$ cat src/rtl/serial_alu_sequencer.sv
// Bit-serial add/subtract engine: one full adder processes the operands LSB first,
// with its carry recirculated through a register. START/DONE handshake, registered flags.

module full_adder_1b (
    input  logic a,
    input  logic b,
    input  logic cin,
    output logic s,
    output logic cout
);
    assign s    = a ^ b ^ cin;
    assign cout = (a & b) | (cin & (a ^ b));
endmodule

module serial_alu_sequencer #(
    parameter int WIDTH = 32
) (
    input  logic             CLK,
    input  logic             RST_N,
    input  logic             START,
    input  logic             SUB,
    input  logic [WIDTH-1:0] OP_A,
    input  logic [WIDTH-1:0] OP_B,
    output logic             BUSY,
    output logic             DONE,
    output logic [WIDTH-1:0] RESULT,
    output logic             COUT,
    output logic             OVERFLOW,
    output logic             ZERO
);
    localparam int CW = (WIDTH > 1) ? $clog2(WIDTH) : 1;
    localparam logic [CW-1:0] LAST = CW'(WIDTH - 1);

    typedef enum logic [1:0] {
        ST_IDLE,
        ST_RUN,
        ST_DONE
    } state_t;

    state_t           state;
    logic [CW-1:0]    cnt;
    logic [WIDTH-1:0] areg;
    logic [WIDTH-1:0] breg;
    logic [WIDTH-2:0] sreg;
    logic             carry;
    logic             fa_s;
    logic             fa_cout;
    logic             accept;
    logic             last_bit;
    logic [WIDTH-1:0] res_next;

    full_adder_1b u_fa (
        .a   (areg[0]),
        .b   (breg[0]),
        .cin (carry),
        .s   (fa_s),
        .cout(fa_cout)
    );

    // START is only honoured outside RUN; a request during RUN is dropped.
    assign accept   = START && (state != ST_RUN);
    assign last_bit = (state == ST_RUN) && (cnt == LAST);
    // Bits already shifted in, with this cycle's sum bit on top: the full result on the last edge.
    assign res_next = {fa_s, sreg};

    // NOTE: the operand/sum shift registers are always reloaded or fully overwritten before
    // they are observed, so they are left without reset; only control and outputs reset.
    always_ff @(posedge CLK) begin
        if (accept) begin
            areg  <= OP_A;
            breg  <= SUB ? ~OP_B : OP_B;
            carry <= SUB;
        end else if (state == ST_RUN) begin
            areg  <= areg >> 1;
            breg  <= breg >> 1;
            sreg  <= res_next[WIDTH-1:1];
            carry <= fa_cout;
        end
    end

    // NOTE: non-blocking assignments throughout, so every decision below sees pre-edge values.
    always_ff @(posedge CLK) begin
        if (!RST_N) begin
            state    <= ST_IDLE;
            cnt      <= '0;
            BUSY     <= 1'b0;
            DONE     <= 1'b0;
            RESULT   <= '0;
            COUT     <= 1'b0;
            OVERFLOW <= 1'b0;
            ZERO     <= 1'b0;
        end else begin
            DONE <= 1'b0;
            case (state)
                ST_IDLE, ST_DONE: begin
                    if (START) begin
                        state <= ST_RUN;
                        BUSY  <= 1'b1;
                        cnt   <= '0;
                    end else begin
                        state <= ST_IDLE;
                    end
                end
                ST_RUN: begin
                    if (last_bit) begin
                        // carry still holds the carry into the MSB here.
                        state    <= ST_DONE;
                        cnt      <= '0;
                        BUSY     <= 1'b0;
                        DONE     <= 1'b1;
                        RESULT   <= res_next;
                        COUT     <= fa_cout;
                        OVERFLOW <= carry ^ fa_cout;
                        ZERO     <= (res_next == '0);
                    end else begin
                        cnt <= cnt + CW'(1);
                    end
                end
                default: state <= ST_IDLE;
            endcase
        end
    end
endmodule

$ cat config.mk
export PLATFORM = sky130hd
export DESIGN_NAME = serial_alu_sequencer
export DESIGN_NICKNAME = d
export VERILOG_FILES = /design/src/rtl/serial_alu_sequencer.sv
export SDC_FILE = /design/constraint.sdc
export NUM_CORES = 1
export LEC_CHECK = 0
export CELL_PAD_IN_SITES_DETAIL_PLACEMENT = 0
export CELL_PAD_IN_SITES_GLOBAL_PLACEMENT = 1
export CORE_ASPECT_RATIO = 0.8
export CORE_MARGIN = 2
export CORE_UTILIZATION = 42
export CTS_CLUSTER_DIAMETER = 30
export DETAILED_ROUTE_END_ITERATION = 8
export MAX_ROUTING_LAYER = met4
export PLACE_DENSITY_LB_ADDON = 0.12
export SYNTH_ARGS = -nofsm -noshare
export SYNTH_HDL_FRONTEND = slang
export SYNTH_HIERARCHICAL = 1
export SYNTH_SLANG_ARGS = --single-unit
$ cat constraint.sdc
create_clock -name CLK -period 2.97 [get_ports CLK]
set_input_delay 0.4455 -clock CLK [delete_from_list [all_inputs] [get_ports CLK]]
set_output_delay 0.4455 -clock CLK [all_outputs]
set_load 0.02 [all_outputs]
==> flow_metrics.py, run 1 <==
metrics = {
    "global_route": {
        "grt_pass1_vias": 3039,
        "grt_overflow": 0,
        "grt_pass1_wl_mm": 15.78,
        "grt_use_total_pct": 15.26,
        "antenna_found_initial": 0,
        "grt_max_degree": 50,
    },
    "detailed_routing": {
        "top_layer": "met4",
        "drtIter0Drc": 271,
        "routed_wl_mm": 9.850,
        "ant_nets": 0,
        "route.detailed.drc": 0,
        "wl_per_cell_um": 14.90,
        "wl_met2_mm": 4.155,
        "drt-met1-wl_mm": 5.036,
        "via_per_inst": 4.858,
        "met3WireLength_um": 515,
        "vias": 3211,
        "dr.pass1.iters": 4,
    },
    "timing": {
        "fin_skew_ps": 9.400,
        "fin_hold_ws_ps": 476.1,
        "tns_ps": 0,
        "fin_crit_sh_pct": 62.59,
        "grt_setup_unrepaired": "false",
        "worst_slew_pin_slew_ps": 880.9,
        "fin_ws_ps": 1111,
        "slew_headroom_pct": 41.27,
        "fmax_mhz": 537.9,
        "setup_viol": 0,
        "period_needed_ps": 1859,
        "slew_violations": 0,
        "hold_viol_final": 0,
    },
    "logic_synthesis": {
        "syn_area_um2": 5490,
        "synth_edf_count": 96,
        "syn_nets": 440,
        "yosys.cell_types.count": 36,
        "synth.avg_cell_area_um2": 14.88,
        "ys.flop_type": "edfxtp_1",
        "yosysSeqAreaShare_pct": 68.55,
        "synth_warnings": 6,
        "syn_inst": 369,
        "synth-seq-cells": 140,
        "synthArstFlopShare_pct": 0,
    },
    "setup_path": {
        "crit_start": "START",
        "crit_type": "input port to flop",
        "arrival_ps": 2020,
        "critPathLaunchType": "input port",
        "critPathMaxFanout": 49,
        "worstPathRequired_ps": 3130,
        "end_kind": "flop",
        "worstReg2RegStart": "cnt[0]",
    },
    "die": {
        "pin_count": 105,
        "die_h_um": 106.3,
        "die_x_um": 131.8,
        "rows": 37,
        "dieArea_um2": 14010,
        "start_util_pct": 42.81,
        "core_um2": 12820,
    },
    "finish": {
        "drive_above_1_share_pct": 14.61,
        "syn_to_final_growth_pct": 31.77,
        "fin_util_pct": 56.42,
        "layout_commonest_cell": "clkdlybuf4s50_1",
        "stdcell_area_um2": 7234,
        "n_antenna_cell": 0,
        "layout.nets": 545,
        "final_cells": 661,
        "final_cell_mix": "clkdlybuf4s50_1, edfxtp_1, dfxtp_1",
    },
    "power": {
        "intPower_mw": 3.780,
        "switching_power_mw": 1.019,
        "power.density_nw_per_um2": 663.3,
        "netSwitchingFraction_pct": 21.23,
        "finalPower_mw": 4.799,
        "combPwrFrac_pct": 8.3,
        "sequentialPowerShare_pct": 48.9,
        "clkPwrFrac_pct": 42.8,
        "irDropWorstVdd_uv": 420.1,
        "power_leakage_nw": 2.600,
    },
    "clocking": {
        "ctsHtreeMaxLevel": 4,
        "clkTransAtPathRegs_ps": 60,
        "cts_resized": 0,
        "tritoncts.num_buffers": 17,
        "root_buffer": "clkbuf_16",
        "cts_setup_buffers": 0,
        "cts_tree": "yes",
        "insertion_delay_ps": 420,
        "cts_hold_buf": 0,
        "clock-sinks": 140,
        "clockBufferDepth": 2,
    },
    "placement": {
        "io_buffers": 104,
        "placed_area_um2": 6663,
        "dp_hpwl_mm": 6.310,
        "gp_congestion": 0.6836,
        "dp.cells": 630,
        "place_ws_ps": 654.1,
    },
    "flow_run": {
        "cap_violations": 0,
    },
    "status": {
        "status": "finished clean",
    },
    "min_path": {
        "hold_start": "RESULT[24]",
        "hold_path.class": "flop to flop",
    },
}
[state kept, by name (all words and copies together), names as in the netlist]
signal / cells
RESULT: 32
areg: 32
breg: 32
sreg: 31
cnt: 5
state: 2
BUSY: 1
COUT: 1
DONE: 1
OVERFLOW: 1
ZERO: 1
carry: 1
[critical path, stage by stage]
cell	delay, ps
clkdlybuf4s50_1	490
nand2_4	470
buf_12	280
mux2_4	310
[layout make-up]
class | count | area, um^2
clock buffers | 19 | 454.2
clock inverters | 12 | 117.6
fillers | 1090 | 5589
inverters | 2 | 10.01
multi-input cells | 206 | 1587
flip-flops and latches | 140 | 3764
well taps | 175 | 219.0
repair buffers | 107 | 1084
[Yosys cell counts, types with 2 or more instances]
cell	number	area share, %
edfxtp_1	96	53
dfxtp_1	44	16
a22o_1	35	5.6
o21ai_0	32	2.9
xnor2_1	32	5.1
nand2_1	31	2.1
mux2_2	25	5.1
buf_2	12	1.1
nor4_1	8	0.91
mux2_4	7	1.9
buf_6	6	1.2
nor2_1	6	0.41
nor2b_1	5	0.57
and3_1	3	0.34
a22oi_1	2	0.27
clkbuf_1	2	0.14
ha_1	2	0.46
nand4_1	2	0.23
o21a_1	2	0.27
[cell families after synthesis]
logic type	Yosys count	share of synthesized area, %
buffers and inverters	23	2.780
and+or+nand+nor	62	5.652
adders and majority gates	3	0.8204
DFF	140	68.55
muxes	32	7.042
xor gates and xnor gates	33	5.264
AOI/OAI and AO/OA	76	9.890
[per-layer routing]
layer	vias to the layer above	GRT usage [%]
met5	-	-
met4	0	5.590
li1	1589	-
met3	17	5.913
met2	75	20.19
met1	1530	21.16
[power groups by stage]
stage	sequential (mW)	combinational (mW)	clock (mW)
final	2.35	0.398	2.05
after global routing	2.37	0.448	2.19
after CTS	2.35	0.407	2.10
after detailed placement	2.39	0.406	0
after global placement	2.39	0.398	0
after floorplan	2.37	0.254	0
[final timing paths]
check / to / slack, ps / depth (start not counted)
setup / recovery: areg[30] / 1110 / 4
hold / removal: RESULT[24] / 480 / 1
setup reg to reg: cnt[3] / 1120 / 6
hold reg to reg: RESULT[24] / 480 / 1
(Power assumes the default switching activity.)
==> run 2: changes to the inputs <==
==> constraint.sdc (replaced) <==
create_clock -name CLK -period 1.85 [get_ports CLK]
set_input_delay 0.2775 -clock CLK [delete_from_list [all_inputs] [get_ports CLK]]
set_output_delay 0.2775 -clock CLK [all_outputs]
set_load 0.02 [all_outputs]
==> run 2 against run 1 <==
  * Global-route usage grew 0.51 points
  * Worst hold slack lost 50 ps
  * Wire length grew 0.40%
  * Final area grew 2.6%
  * Total power grew 59%
  * Critical endpoint is now cnt[2]
  * Non-clock buffer count grew 12
  * Register-to-register slack lost 1000 ps
  * Sequential share of layout area shrank 1.3 points
  * Clock-buffer cell count grew 1
==> flow_metrics.py, run 2 (synthesis results as in run 1) <==
metrics = {
    "timing": {
        "worst_slew_pin_slew_ps": 522.7,
        "fin_skew_ps": 7.545,
        "slew_violations": 0,
        "fin_hold_ws_ps": 426.3,
        "hold_viol_final": 0,
        "period_needed_ps": 1743,
        "setup_viol": 0,
        "grt_setup_unrepaired": "false",
        "tns_ps": 0,
        "fmax_mhz": 573.8,
        "fin_crit_sh_pct": 94.20,
        "slew_headroom_pct": 64.83,
    },
    "setup_path": {
        "reg2reg_slack_ps": 110,
        "crit_buf_inv": 0,
        "arrival_ps": 2090,
        "path_delay_family": "simple AND/OR/NAND/NOR gates",
        "crit_slowest_cell": "or3b_4",
        "crit_type": "flop to flop",
        "worstReg2RegStart": "cnt[0]",
        "crit_path_max_incr_delay_ps": 410,
        "end_kind": "flop",
        "reg2regPathDepth": 7,
        "timing.rr.end": "cnt[2]",
        "crit_top_cell": "ha_2",
        "worstPathRequired_ps": 2190,
        "critPathLaunchType": "flop",
        "critPathMaxFanout": 5,
        "crit_chain": "ha_2, and3_1, ha_2, or3b_4, nor2_1, o21ai_0, a21boi_1",
    },
    "status": {
        "status": "finished clean",
    },
    "min_path": {
        "hold_end": "carry",
        "hold_start": "SUB",
        "whs_path_depth": 2,
        "hold_path.class": "input port to flop",
    },
    "finish": {
        "layout_commonest_cell": "clkdlybuf4s50_1",
        "top_regs": "RESULT (32), areg (32), breg (32)",
        "fin_util_pct": 57.91,
        "final_cell_mix": "clkdlybuf4s50_1, edfxtp_1, dfxtp_1",
        "syn_to_final_growth_pct": 35.26,
        "stdcell_area_um2": 7426,
        "drive_above_1_share_pct": 17.64,
        "layout.nets": 557,
        "fillers": 1057,
        "n_antenna_cell": 0,
    },
    "clocking": {
        "root_buffer": "clkbuf_16",
        "clockBufferDepth": 2,
        "cts_tree": "yes",
        "clock-sinks": 140,
        "clkTransAtPathRegs_ps": 60,
        "insertion_delay_ps": 420,
        "tritoncts.num_buffers": 17,
        "ctsHtreeMaxLevel": 4,
        "cts_setup_buffers": 0,
    },
    "placement": {
        "dp_hpwl_mm": 6.707,
        "placed_area_um2": 6865,
        "gp_congestion": 0.7209,
        "io_buffers": 104,
    },
    "global_route": {
        "grt_use_total_pct": 15.77,
        "grt_pass1_vias": 3125,
        "grt_max_degree": 37,
        "antenna_found_initial": 0,
        "grt_overflow": 0,
        "grt_pass1_wl_mm": 16.19,
    },
    "die": {
        "pin_count": 105,
        "rows": 37,
        "start_util_pct": 42.81,
        "dieArea_um2": 14010,
        "die_x_um": 131.8,
        "core_um2": 12820,
        "die_h_um": 106.3,
    },
    "detailed_routing": {
        "via_per_inst": 4.853,
        "dr.pass1.iters": 4,
        "ant_nets": 0,
        "vias": 3271,
        "wl_per_cell_um": 14.67,
        "routed_wl_mm": 9.889,
        "drtIter0Drc": 205,
        "route.detailed.drc": 0,
    },
    "power": {
        "irDropWorstVdd_uv": 689.1,
        "power_leakage_nw": 2.671,
        "power.density_nw_per_um2": 1026,
        "finalPower_mw": 7.621,
    },
    "flow_run": {
        "cap_violations": 0,
    },
}
-- run 2: cell count changes in the layout (fill, tap and decap cells not counted), sizes merged --
cell / before / now
inv: 6 / 11
buf: 4 / 16
clkinvlp: 0 / 2
clkinv: 6 / 1
clkbuf: 19 / 20
bufinv: 2 / 0
-- run 2: power by group --
group,internal [mW],switching [mW],leakage [nW],total [mW]
combinational,0.411,0.304,1.10,0.715
sequential,3.67,0.0964,1.31,3.77
clock,1.78,1.35,0.264,3.13
total,5.87,1.75,2.67,7.62
-- run 2: repair_timing --
item / 4_1_cts / 5_1_grt
resized for setup: 1 / 3
setup endpoints to repair: 1 / 38
hold buffers: 0 / 0
cloned: 0 / 0
-- run 2: worst max path at each step --
| stage | depth (start not counted) | slack, ps | to | from |
|---|---|---|---|---|
| final | 7 | 110 | cnt[2] | cnt[0] |
| after CTS | 7 | 20 | cnt[2] | cnt[0] |
| after floorplan | 6 | 160 | cnt[3] | cnt[0] |
| after detailed placement | 7 | 8 | cnt[2] | cnt[0] |
| after global routing | 5 | 3 | RESULT[17] | cnt[0] |
| after global placement | 6 | 50 | cnt[3] | cnt[0] |
-- run 2: layout make-up --
cell class / instances / area (um^2) / area share (%)
clock inverter: 12 / 100.1 / 1.348
multi-input combinational: 206 / 1600 / 21.55
sequential: 140 / 3764 / 50.68
tap: 175 / 219.0 / 2.949
inverter: 2 / 10.01 / 0.1348
timing repair buffer: 119 / 1286 / 17.32
clock buffer: 20 / 446.7 / 6.015
-- run 2: metal layers --
metal	global-route usage (%)	wire length, um	vias to the layer above
li1	-	-	1621
met5	-	0	-
met3	6.581	582	14
met2	20.08	4134	80
met4	7.065	166	0
met1	21.72	5006	1556
-- run 2: stage by stage --
step	cells	setup WS, ps
2_1_floorplan	369	159.0
3_3_place_gp	642	52.74
3_5_place_dp	642	8.282
4_1_cts	674	24.41
5_1_grt	674	2.753
6_report	674	107.3
==> run 3: changes to the inputs <==
--- a/config.mk
+++ b/config.mk
@@ -5,6 +5,7 @@
 export SDC_FILE = /design/constraint.sdc
 export NUM_CORES = 1
 export LEC_CHECK = 0
+export ABC_CLOCK_PERIOD_IN_PS = 1850
 export CELL_PAD_IN_SITES_DETAIL_PLACEMENT = 0
 export CELL_PAD_IN_SITES_GLOBAL_PLACEMENT = 1
 export CORE_ASPECT_RATIO = 0.8
@@ -14,7 +15,7 @@
 export DETAILED_ROUTE_END_ITERATION = 8
 export MAX_ROUTING_LAYER = met4
 export PLACE_DENSITY_LB_ADDON = 0.12
+export SETUP_SLACK_MARGIN = 0.2
 export SYNTH_ARGS = -nofsm -noshare
 export SYNTH_HDL_FRONTEND = slang
-export SYNTH_HIERARCHICAL = 1
 export SYNTH_SLANG_ARGS = --single-unit
==> run 3 against run 2 <==
  * Total power increased by 1.1%
  * Register-to-register slack improved by 130 ps
  * First-iteration DRC count increased by 37%
  * Cell count increased by 0.15%
  * Largest cell class unchanged
  * Sequential power about the same
  * Wire length increased by 4.7%
  * Worst hold slack improved by 5.6 ps
==> flow_metrics.py, run 3 <==
metrics = {
    "logic_synthesis": {
        "yosys-top-cells-count": "edfxtp_1, dfxtp_1, a22o_1, o21ai_0, xnor2_1",
        "syn_inst": 369,
        "synth_top_area_cell": "edfxtp_1",
        "synth_edf_count": 96,
        "synth.avg_cell_area_um2": 14.88,
        "yosys.cell_types.count": 36,
        "ys.flop_type": "edfxtp_1",
        "syn_nets": 440,
        "synthArstFlopShare_pct": 0,
        "synth-seq-cells": 140,
        "syn_area_um2": 5490,
        "netlist.area_leader.share_pct": 52.51,
        "synth_warnings": 0,
        "synth_most_common_cell": "edfxtp_1",
        "yosysSeqAreaShare_pct": 68.55,
        "synth_area_leaders": "edfxtp_1, dfxtp_1, a22o_1, mux2_2, xnor2_1",
    },
    "clocking": {
        "cts_tree": "yes",
        "root_buffer": "clkbuf_16",
        "clockBufferDepth": 2,
        "ctsHtreeMaxLevel": 4,
        "insertion_delay_ps": 410,
        "clock-sinks": 140,
        "tritoncts.num_buffers": 17,
        "clkTransAtPathRegs_ps": 60,
    },
    "timing": {
        "fin_skew_ps": 8.353,
        "hold_viol_final": 0,
        "tns_ps": 0,
        "slew_headroom_pct": 69.62,
        "grt_setup_unrepaired": "false",
        "setup_viol": 0,
        "worst_slew_pin_slew_ps": 451.5,
        "period_needed_ps": 1613,
        "fin_crit_sh_pct": 87.17,
        "fmax_mhz": 620.1,
        "fin_ws_ps": 237.4,
        "slew_violations": 0,
    },
    "detailed_routing": {
        "route.detailed.drc": 0,
        "routed_wl_mm": 10.36,
        "via_per_inst": 4.859,
        "wl_per_cell_um": 15.34,
        "vias": 3280,
        "ant_nets": 0,
        "drtIter0Drc": 281,
        "dr.pass1.iters": 4,
    },
    "setup_path": {
        "crit_type": "flop to flop",
        "end_kind": "flop",
        "arrival_ps": 1970,
        "critPathLaunchType": "flop",
        "critPathMaxFanout": 4,
        "worstPathRequired_ps": 2200,
    },
    "power": {
        "power.density_nw_per_um2": 1029,
        "irDropWorstVdd_uv": 624.5,
        "power_leakage_nw": 3.156,
    },
    "global_route": {
        "grt_pass1_wl_mm": 16.52,
        "grt_use_total_pct": 15.90,
        "antenna_found_initial": 0,
        "grt_pass1_vias": 3153,
        "grt_max_degree": 49,
        "grt_overflow": 0,
    },
    "placement": {
        "gp_congestion": 0.7167,
        "io_buffers": 104,
        "placed_area_um2": 6790,
        "place_ws_ps": 70.42,
        "dp_hpwl_mm": 6.536,
    },
    "finish": {
        "layout_commonest_cell": "edfxtp_1",
        "drive_above_1_share_pct": 19.20,
        "top_regs": "RESULT (32), areg (32), breg (32)",
        "layout.nets": 558,
        "n_antenna_cell": 0,
        "syn_to_final_growth_pct": 36.33,
        "stdcell_area_um2": 7485,
        "final_cell_mix": "edfxtp_1, clkdlybuf4s50_1, dfxtp_1",
    },
    "min_path": {
        "hold_path.class": "input port to flop",
    },
    "die": {
        "dieArea_um2": 14010,
        "rows": 37,
        "core_um2": 12820,
        "die_x_um": 131.8,
        "start_util_pct": 42.81,
        "die_h_um": 106.3,
        "pin_count": 105,
    },
    "flow_run": {
        "cap_violations": 0,
    },
    "status": {
        "status": "finished clean",
    },
}
==> run 3: cell count changes in the layout (fill, tap and decap cells not counted), sizes merged, moves of 6 or more <==
cell	previous run	this run
clkdlybuf4s50	103	67
dlymetal6s2s	0	22
inv	11	5
clkinv	1	7
dlygate4sd2	0	14
==> run 3: logic make-up (layout without fill, tap and decap cells) <==
family / count (synthesis) / in the layout / synth area share [%]
flops: 140 / 140 / 68.55
compound gates: 76 / 76 / 9.890
simple gates: 62 / 62 / 5.652
xor+xnor: 33 / 33 / 5.264
mux: 32 / 32 / 7.042
buf+inv: 23 / 154 / 2.780
fa+ha+maj: 3 / 3 / 0.8204
==> run 3: metrics by stage <==
stage / cells / total power, mW / util [%] / hold WS (ps)
2_1_floorplan: 369 / 4.216 / - / 395.3
3_3_place_gp: 638 / 4.519 / 52.95 / 448.6
3_5_place_dp: 638 / 4.536 / 52.95 / 453.6
4_1_cts: 673 / 7.792 / 57.73 / 423.4
5_1_grt: 675 / 8.051 / 58.37 / 439.7
6_report: 675 / 7.704 / 58.37 / 432.0
==> run 3: layout make-up <==
cell class | instances | area, um^2
Clock buffer | 20 | 456.7
Clock inverter | 12 | 112.6
Tap cell | 175 | 219.0
Multi-Input combinational cell | 206 | 1639
Fill cell | 1026 | 5339
Inverter | 2 | 10.01
Sequential cell | 140 | 3766
Timing Repair Buffer | 120 | 1281
==> run 3: final timing paths <==
check | cells past startpoint | end | startpoint | slack [ps]
max | 6 | cnt[3] | cnt[1] | 240
min | 3 | breg[29] | SUB | 430
max reg2reg | 6 | cnt[3] | cnt[1] | 240
min reg2reg | 1 | BUSY | BUSY | 460
==> run 3: metal layers <==
metal  up-vias  share of wire (%)  global-route usage (%)
met2        76                 44                   21.73
li1       1620                  -                       -
met4         0                1.0                   5.124
met3         9                4.7                   6.199
met1      1575                 50                   21.73
met5         -                  0                       -
==> run 3: timing repair <==
item,4_1_cts,5_1_grt
pin swaps,3,8
endpoints found under the setup margin,52,26
buffers inserted,3,2
hold buffers,0,0
resized for setup,23,25
==> run 3: worst max-delay path, cell delays in order, from the launching register on <==
cell	delay (ps)
dfxtp_2	340
ha_4	160
and3_4	180
ha_4	160
or3b_4	410
nor2b_1	130
o311a_1	170
==> run 3: power breakdown <==
group | internal, mW | leakage [nW] | switching (mW)
clock network | 1.93 | 0.281 | 1.29
logic | 0.403 | 1.57 | 0.311
registers | 3.68 | 1.31 | 0.0983
